**config.mk**
```make
export PLATFORM = sky130hd
export DESIGN_NAME = serial_tx_scheduler
export DESIGN_NICKNAME = d
export VERILOG_FILES = /design/src/rtl/serial_tx_scheduler.sv
export SDC_FILE = /design/constraint.sdc
export NUM_CORES = 1
export LEC_CHECK = 0
export CAP_MARGIN = 20
export CORE_UTILIZATION = 31
export DETAILED_ROUTE_END_ITERATION = 12
export GPL_ROUTABILITY_DRIVEN = 0
export HOLD_SLACK_MARGIN = 0.02
export PLACE_DENSITY = 0.67
export SYNTH_ARGS = -nofsm -noshare
export SYNTH_HDL_FRONTEND = slang
export SYNTH_SLANG_ARGS = --single-unit
```
**constraint.sdc**
```tcl
create_clock -name clk -period 1.8 [get_ports clk]
set_clock_uncertainty 0.1 [all_clocks]
set_input_delay 0.36 -clock clk [delete_from_list [all_inputs] [get_ports clk]]
set_output_delay 0.36 -clock clk [all_outputs]
set_load 0.02 [all_outputs]
```
**src/rtl/serial_tx_scheduler.sv**
```systemverilog
`default_nettype none
// +--------------------------------------------------------------------------+
// | Module   : serial_tx_scheduler                                           |
// | Function : round-robin arbiter feeding one shift-register serializer;    |
// |            generates load, data-valid, done and optional parity timing.  |
// | Options  : PARITY_EN adds a trailing even-parity frame bit.              |
// | Revision : 1.0                                                           |
// +--------------------------------------------------------------------------+
module serial_tx_scheduler #(
  parameter int N_REQ  = 4,
  parameter int DATA_W = 3,
  parameter int GAP    = 1
) (
  input  logic                      clk,
  input  logic                      rst,
  input  logic [N_REQ-1:0]          req,
  input  logic [N_REQ*DATA_W-1:0]   req_data,
  output logic [N_REQ-1:0]          ack,
  output logic                      ser_load,
  output logic [DATA_W-1:0]         ser_din,
  output logic                      ser_dv,
  output logic [$clog2(N_REQ)-1:0]  gnt_id,
  output logic                      busy,
  output logic                      done,
  output logic                      par_sel,
  output logic                      par_bit
);

  localparam int ID_W  = $clog2(N_REQ);
  localparam int CNT_W = (DATA_W > 1) ? $clog2(DATA_W) : 1;
  localparam int GAP_W = (GAP > 1) ? $clog2(GAP) : 1;
  localparam logic [CNT_W-1:0] LAST_BIT = CNT_W'(DATA_W - 1);
  localparam logic [GAP_W-1:0] LAST_GAP = GAP_W'((GAP > 0) ? GAP - 1 : 0);
  localparam logic [N_REQ-1:0] ONE_HOT0 = {{(N_REQ-1){1'b0}}, 1'b1};

  typedef enum logic [2:0] {
    S_IDLE  = 3'd0,
    S_LOAD  = 3'd1,
    S_SHIFT = 3'd2,
    S_PAR   = 3'd3,
    S_GAP   = 3'd4
  } state_t;

  state_t              state_q, state_d;
  logic [ID_W-1:0]     ptr_q, ptr_d;
  logic [ID_W-1:0]     gnt_q, gnt_d;
  logic [DATA_W-1:0]   din_q, din_d;
  logic [CNT_W-1:0]    bit_q, bit_d;
  logic [GAP_W-1:0]    gap_q, gap_d;
  logic                dv_q, dv_d;
  logic                done_q, done_d;
  logic                par_sel_q, par_sel_d;
  logic                par_bit_q, par_bit_d;

  logic                arb_found;
  logic [ID_W-1:0]     arb_win;
  logic [ID_W-1:0]     arb_cand;
  logic [DATA_W-1:0]   arb_word;
  logic                arb_go;
  logic                frame_end;

  // Search starts one past the last winner so every requester gets a turn.
  always_comb begin
    arb_found = 1'b0;
    arb_win   = '0;
    arb_cand  = '0;
    for (int i = 1; i <= N_REQ; i++) begin
      arb_cand = ID_W'((int'(ptr_q) + i) % N_REQ);
      if (!arb_found && req[arb_cand]) begin
        arb_found = 1'b1;
        arb_win   = arb_cand;
      end
    end
    arb_word = req_data[int'(arb_win)*DATA_W +: DATA_W];
  end

  always_comb begin
    state_d   = state_q;
    ptr_d     = ptr_q;
    gnt_d     = gnt_q;
    din_d     = din_q;
    bit_d     = bit_q;
    gap_d     = gap_q;
    arb_go    = 1'b0;
    frame_end = 1'b0;

    case (state_q)
      S_IDLE:  arb_go = 1'b1;
      S_LOAD: begin
        state_d = S_SHIFT;
        bit_d   = '0;
      end
      S_SHIFT: begin
        if (bit_q == LAST_BIT) begin
`ifdef PARITY_EN
          state_d = S_PAR;
`else
          frame_end = 1'b1;
`endif
        end else begin
          bit_d = bit_q + CNT_W'(1);
        end
      end
      S_PAR:   frame_end = 1'b1;
      S_GAP: begin
        if (gap_q == LAST_GAP) state_d = S_IDLE;
        else                   gap_d   = gap_q + GAP_W'(1);
      end
      default: state_d = S_IDLE;
    endcase

    // With no gap the next frame is arbitrated in the final frame cycle.
    if (frame_end) begin
      if (GAP > 0) begin
        state_d = S_GAP;
        gap_d   = '0;
      end else begin
        state_d = S_IDLE;
        arb_go  = 1'b1;
      end
    end

    if (arb_go && arb_found) begin
      state_d = S_LOAD;
      ptr_d   = arb_win;
      gnt_d   = arb_win;
      din_d   = arb_word;
    end

    dv_d = (state_q == S_SHIFT) || (state_q == S_PAR);
`ifdef PARITY_EN
    done_d    = (state_q == S_PAR);
    par_sel_d = (state_q == S_PAR);
    par_bit_d = (state_q == S_PAR) && (^din_q);
`else
    done_d    = (state_q == S_SHIFT) && (bit_q == LAST_BIT);
    par_sel_d = 1'b0;
    par_bit_d = 1'b0;
`endif
  end

  always_ff @(posedge clk or negedge rst) begin
    if (!rst) begin
      state_q   <= S_IDLE;
      ptr_q     <= ID_W'(N_REQ - 1);
      gnt_q     <= '0;
      din_q     <= '0;
      bit_q     <= '0;
      gap_q     <= '0;
      dv_q      <= 1'b0;
      done_q    <= 1'b0;
      par_sel_q <= 1'b0;
      par_bit_q <= 1'b0;
    end else begin
      state_q   <= state_d;
      ptr_q     <= ptr_d;
      gnt_q     <= gnt_d;
      din_q     <= din_d;
      bit_q     <= bit_d;
      gap_q     <= gap_d;
      dv_q      <= dv_d;
      done_q    <= done_d;
      par_sel_q <= par_sel_d;
      par_bit_q <= par_bit_d;
    end
  end

  assign ser_load = (state_q == S_LOAD);
  assign ack      = (state_q == S_LOAD) ? (ONE_HOT0 << gnt_q) : '0;
  assign busy     = (state_q != S_IDLE);
  assign ser_din  = din_q;
  assign gnt_id   = gnt_q;
  assign ser_dv   = dv_q;
  assign done     = done_q;
  assign par_sel  = par_sel_q;
  assign par_bit  = par_bit_q;

endmodule
`default_nettype wire

```
=== Word-level counts from Yosys, hierarchy flattened ===
Index checks and enable logic that the tools add are counted.

* Add/sub/neg operators: 6
* $mul: 1
* Magnitude comparators: 4
* Equal/unequal tests: 8
* Shift operators: 2
* Multiplexer cells: 29
* Reductions and logical operators: 16

{| class="wikitable"
|+ Operator list
! cell !! number
|-
| $mux W1 || 13
|-
| $lt A2 B3 Y1 const B || 4
|-
| $shiftx A12 B5 Y3 || 1
|-
| $mux W2 || 5
|-
| $mux W3 || 3
|-
| $pmux W3 S3 || 1
|-
| $bmux W1 S2 || 4
|-
| $add A2 B1 Y2 const B || 3
|-
| $eq A3 B2 Y1 const B || 2
|-
| $logic_and A1 B1 Y1 || 5
|-
| $add A2 B2 Y2 const B || 2
|-
| $mul A2 B2 Y4 const B || 1
|-
| $mux W4 || 1
|-
| $ne A4 B4 Y1 const B || 1
|-
| $pmux W2 S2 || 1
|-
| $reduce_and A2 Y1 || 2
|-
| $reduce_bool A2 Y1 || 2
|-
| $shl A1 B2 Y4 const A || 1
|-
| $eq A3 B1 Y1 const B || 1
|-
| $eq A3 B3 Y1 const B || 1
|-
| $logic_not A1 Y1 || 3
|-
| $logic_not A3 Y1 || 1
|-
| $ne A3 B1 Y1 const B || 1
|-
| $reduce_bool A3 Y1 || 1
|-
| 6 further kinds || 6
|}

* Flip-flop bits (word level): 15
* Output and inout bits: 15

=== Longest topological paths before layout ===
* Depth after elaboration: 16
* Gate-level depth with buffers: 6
* Depth with buffers taken out: 6

=== Least setup slack after synthesis ===
Ideal clock, no wire load.

* Path kind: register -> register
* Start point: register state_q[2]
* End point: register din_q[2] (netlist: ser_din[2])
* Library setup time: 0.087 ns
* Arrival: 1.439 ns
* Required time: 1.613 ns
* Setup slack: 0.175 ns
* Stages on the path, launching flop included: 6
* Buffers on the path: 0
* Cells stage by stage: dfrtp_1 -> or3_4 -> a21o_4 -> nor3_4 -> o21ai_1 -> o211ai_1

* Word-level cells in the longest chain between the ends: 3

{| class="wikitable"
|+ RTL lines
! element !! line !! RTL
|-
| start, declared || 44 || <nowiki>state_t state_q, state_d;</nowiki>
|-
| start signal, assigned || 155 || <nowiki>state_q <= state_d;</nowiki>
|-
| $logic_not A3 Y1 || 87 || <nowiki>case (state_q)</nowiki>
|-
| $mux W1 || 87 ||
|-
| $logic_and A1 B1 Y1 || 123 || <nowiki>if (arb_go && arb_found) begin</nowiki>
|-
| end signal, assigned || 158 || <nowiki>din_q <= din_d;</nowiki>
|-
| end, declared || 47 || <nowiki>logic [DATA_W-1:0] din_q, din_d;</nowiki>
|}

Every way passes these cells.
A chain may end at the register's enable or synchronous reset.

=== Final worst setup path ===
* Start point: register state_q[2]
* End point: register gnt_q[0] (netlist: gnt_id[0])

* Word-level cells in the longest chain between the ends: 3

{| class="wikitable"
|+ RTL lines
! element !! line !! RTL
|-
| $logic_not A3 Y1 || 87 ||
|-
| $mux W1 || 87 ||
|-
| $logic_and A1 B1 Y1 || 123 ||
|-
| end signal, assigned || 157 || <nowiki>gnt_q <= gnt_d;</nowiki>
|-
| end, declared || 46 || <nowiki>logic [ID_W-1:0] gnt_q, gnt_d;</nowiki>
|}

Every way passes these cells.

==> results.toml <==
[critical_path]
cp_max_fo = 4
reg2reg_depth = 7
cp-start-kind = "flop"
cp.arrival_ns = 1.81
critical_path_required_ns = 1.87
worst_path_largest_cell_delay_ns = 0.41
reg2reg_to = "gnt_id[0]"
crit_start = "state_q[2]"
r2r_slack_ns = 0.06
path_cells = "or3_4, buf_4, a21o_4, clkinv_1, buf_4, nand2_1, o21a_1"
cpMostUsedCell = "buf_4"
slowest_stage = "dfrtp_1"
rr_startpoint = "state_q[2]"
endpoint_kind = "flop"
worstSetupPathType = "flop to flop"

[synthesis]
synthesis.area_um2 = 848
yosys_most_used_dff = "dfrtp_1"
synthCells = 88
syn_area_per_cell_um2 = 9.64
synthTopCellsByArea = "dfrtp_1, dfstp_2, mux2i_1"
ys_ff_latch = 14
synth_most_common_cell = "dfrtp_1"
synth_edf_count = 0
synth_largest_area_cell = "dfrtp_1"
ys_seq_area_frac = 0.416
synth_cell_types = 32
ys_async_sr_fraction = 1.00
synthTopCellsByCount = "dfrtp_1, nand2_1, nor2_1"
yosysTopAreaCellShare = 0.354
yosysWarnings = 0

[grt]
grt_max_degree = 15
grt_pass1_vias = 759
antenna_found_initial = 0
grt_overflow = 0
track_usage = 0.160
grt_pass1_wl_mm = 3.31

[place]
placed_cell_area_um2 = 1290
hpwl_mm = 1.72
numPortBuffers = 30

[timing]
rsz0062_at_grt = "false"
fin_crit_ns = 1.74
finalSetupViolCount = 0
fmax_ghz = 0.574
fin_crit_sh = 0.967
hold_viol = 0
hold_ws_ns = 0.269
slew_viol_final = 0

[pwr]
pwr-share-clk = 0.089
leakage_nw = 0.628
ir_worst_vdd_mv = 0.875
power_switching_share = 0.415
power.density_nw_per_um2 = 1600
p_sw_mw = 0.885
power_frac_seq = 0.287
power_frac_comb = 0.625
p_int_mw = 1.25

[cts]
cts.clk_slew.worst_paths_ns = 0.09
cts_buffers = 3
cts_max_path_buffers = 2
clock-sinks = 14
cts_tree = "done"
clkLatencyLatePin_ns = 0.28
cts_root_buf = "clkbuf_4"
h-tree-depth = 1

[job]
max_cap_viol_count = 0

[floorplan]
ios = 33
initial_core_util = 0.336
dieArea_um2 = 2950
die_x_um = 54.3
coreArea_um2 = 2520
rows = 18
dieHeight_um = 54.3

[detailed_routing]
avgRoutedWirePerCell_um = 12.4
antenna_left = 0
met2_length_mm = 1.06
wl_met1_um = 925
dr.pass1.iters = 3
via_per_inst = 4.92
wl_met3_um = 79
wl_mm = 2.09
drc = 0
drtIter0Drc = 9
vias = 826
highest_layer = "met4"

[finish]
nets = 158
areaGrowthSynthToFinish_pct = 57.1
final_core_util = 0.528
drive_gt1_frac = 0.304
finalInstanceArea_um2 = 1330
diodes = 0

[worst_hold_path]
hold_path_class = "input pin to asynchronous set/reset pin"

[status]
status = "complete, no violations"
-- power groups by stage --
| stage | clock network [mW] | registers, mW | logic [mW] |
|---|---|---|---|
| after global routing | 0.214 | 0.636 | 1.45 |
| after CTS | 0.195 | 0.605 | 1.30 |
| final | 0.190 | 0.612 | 1.33 |
| after floorplan | 0 | 0.681 | 0.656 |
| after global placement | 0 | 0.604 | 1.30 |
| after detailed placement | 0 | 0.613 | 1.35 |
-- registers in the layout (all words and copies together) (netlist names) --
register  flops
done          1
bit_q         2
ser_din       3
gnt_id        2
ser_dv        1
state_q       3
ptr_q         2
-- worst max-delay path, delay by kind of cell (launching register included) --
| family | cells | cell delay (ns) |
|---|---|---|
| buf+inv | 3 | 0.31 |
| compound gates | 2 | 0.32 |
| simple gates | 2 | 0.49 |
| flops | 1 | 0.41 |
-- worst max path at each step --
stage / endpoint / slack [ns] / cells past startpoint
2_1_floorplan: ser_din[2] / 0.17 / 5
6_report: gnt_id[0] / 0.06 / 7
3_5_place_dp: ser_din[2] / -0.26 / 6
5_1_grt: ser_din[1] / 0.004 / 6
4_1_cts: gnt_id[0] / 0.01 / 1
3_3_place_gp: ser_din[2] / -0.21 / 6
-- placed cells by master, fill, tap and decap left out, types with 2 or more instances in the layout --
master / instances
buf_4: 19
clkbuf_4: 3
dlymetal6s2s_1: 2
nor3_4: 2
inv_1: 3
a21o_1: 3
o21ai_0: 4
nand2_1: 7
o21ai_1: 4
and4_1: 3
dfrtp_1: 12
o21a_1: 3
conb_1: 2
buf_2: 4
nor3_1: 3
nand2b_4: 2
nor2_1: 7
o31a_1: 3
clkdlybuf4s50_1: 21
a21oi_1: 2
o211ai_1: 3
nor3b_1: 2
dfstp_2: 2
mux2i_1: 4
-- metrics by stage --
step | setup slack [ns] | total power [mW] | setup TNS (ns) | std cells
after floorplan | 0.175 | 1.34 | 0 | 89
after global placement | -0.207 | 1.91 | -0.960 | 163
after detailed placement | -0.264 | 1.96 | -1.46 | 163
after CTS | 0.0109 | 2.10 | 0 | 167
after global routing | 0.00416 | 2.30 | 0 | 168
final | 0.0591 | 2.13 | 0 | 168
-- kinds of logic after synthesis --
kind of cell,Yosys count,synth area share
flip-flops,14,0.416
AND/OR/NAND/NOR,34,0.254
adder cells (fa/ha/maj),1,0.0147
buffers and inverters,7,0.0398
other,1,0.00442
multiplexers,4,0.0472
AO/OA/AOI/OAI,27,0.224
-- layout make-up --
type	instances	area, µm²
Timing Repair Buffer	47	407
Fill cell	241	1190
Inverter	5	18.8
Sequential cell	14	353
Multi-Input combinational cell	68	490
Tap cell	30	37.5
Clock buffer	4	26.3
-- timing repair --
| item | in CTS | in global routing |
|---|---|---|
| endpoints found under the hold margin | 0 | 0 |
| resized for setup | 26 | 11 |
| hold buffers | 0 | 0 |
| endpoints found under the setup margin | 10 | 8 |
| buffers inserted | 0 | 1 |
| pin swaps | 1 | 2 |
-- routing by layer --
layer | GRT usage | vias up
met5 | 0 | -
met4 | 0.0641 | 0
met3 | 0.0250 | 3
met2 | 0.268 | 21
met1 | 0.203 | 388
li1 | - | 414
(Power assumes the default switching activity.)
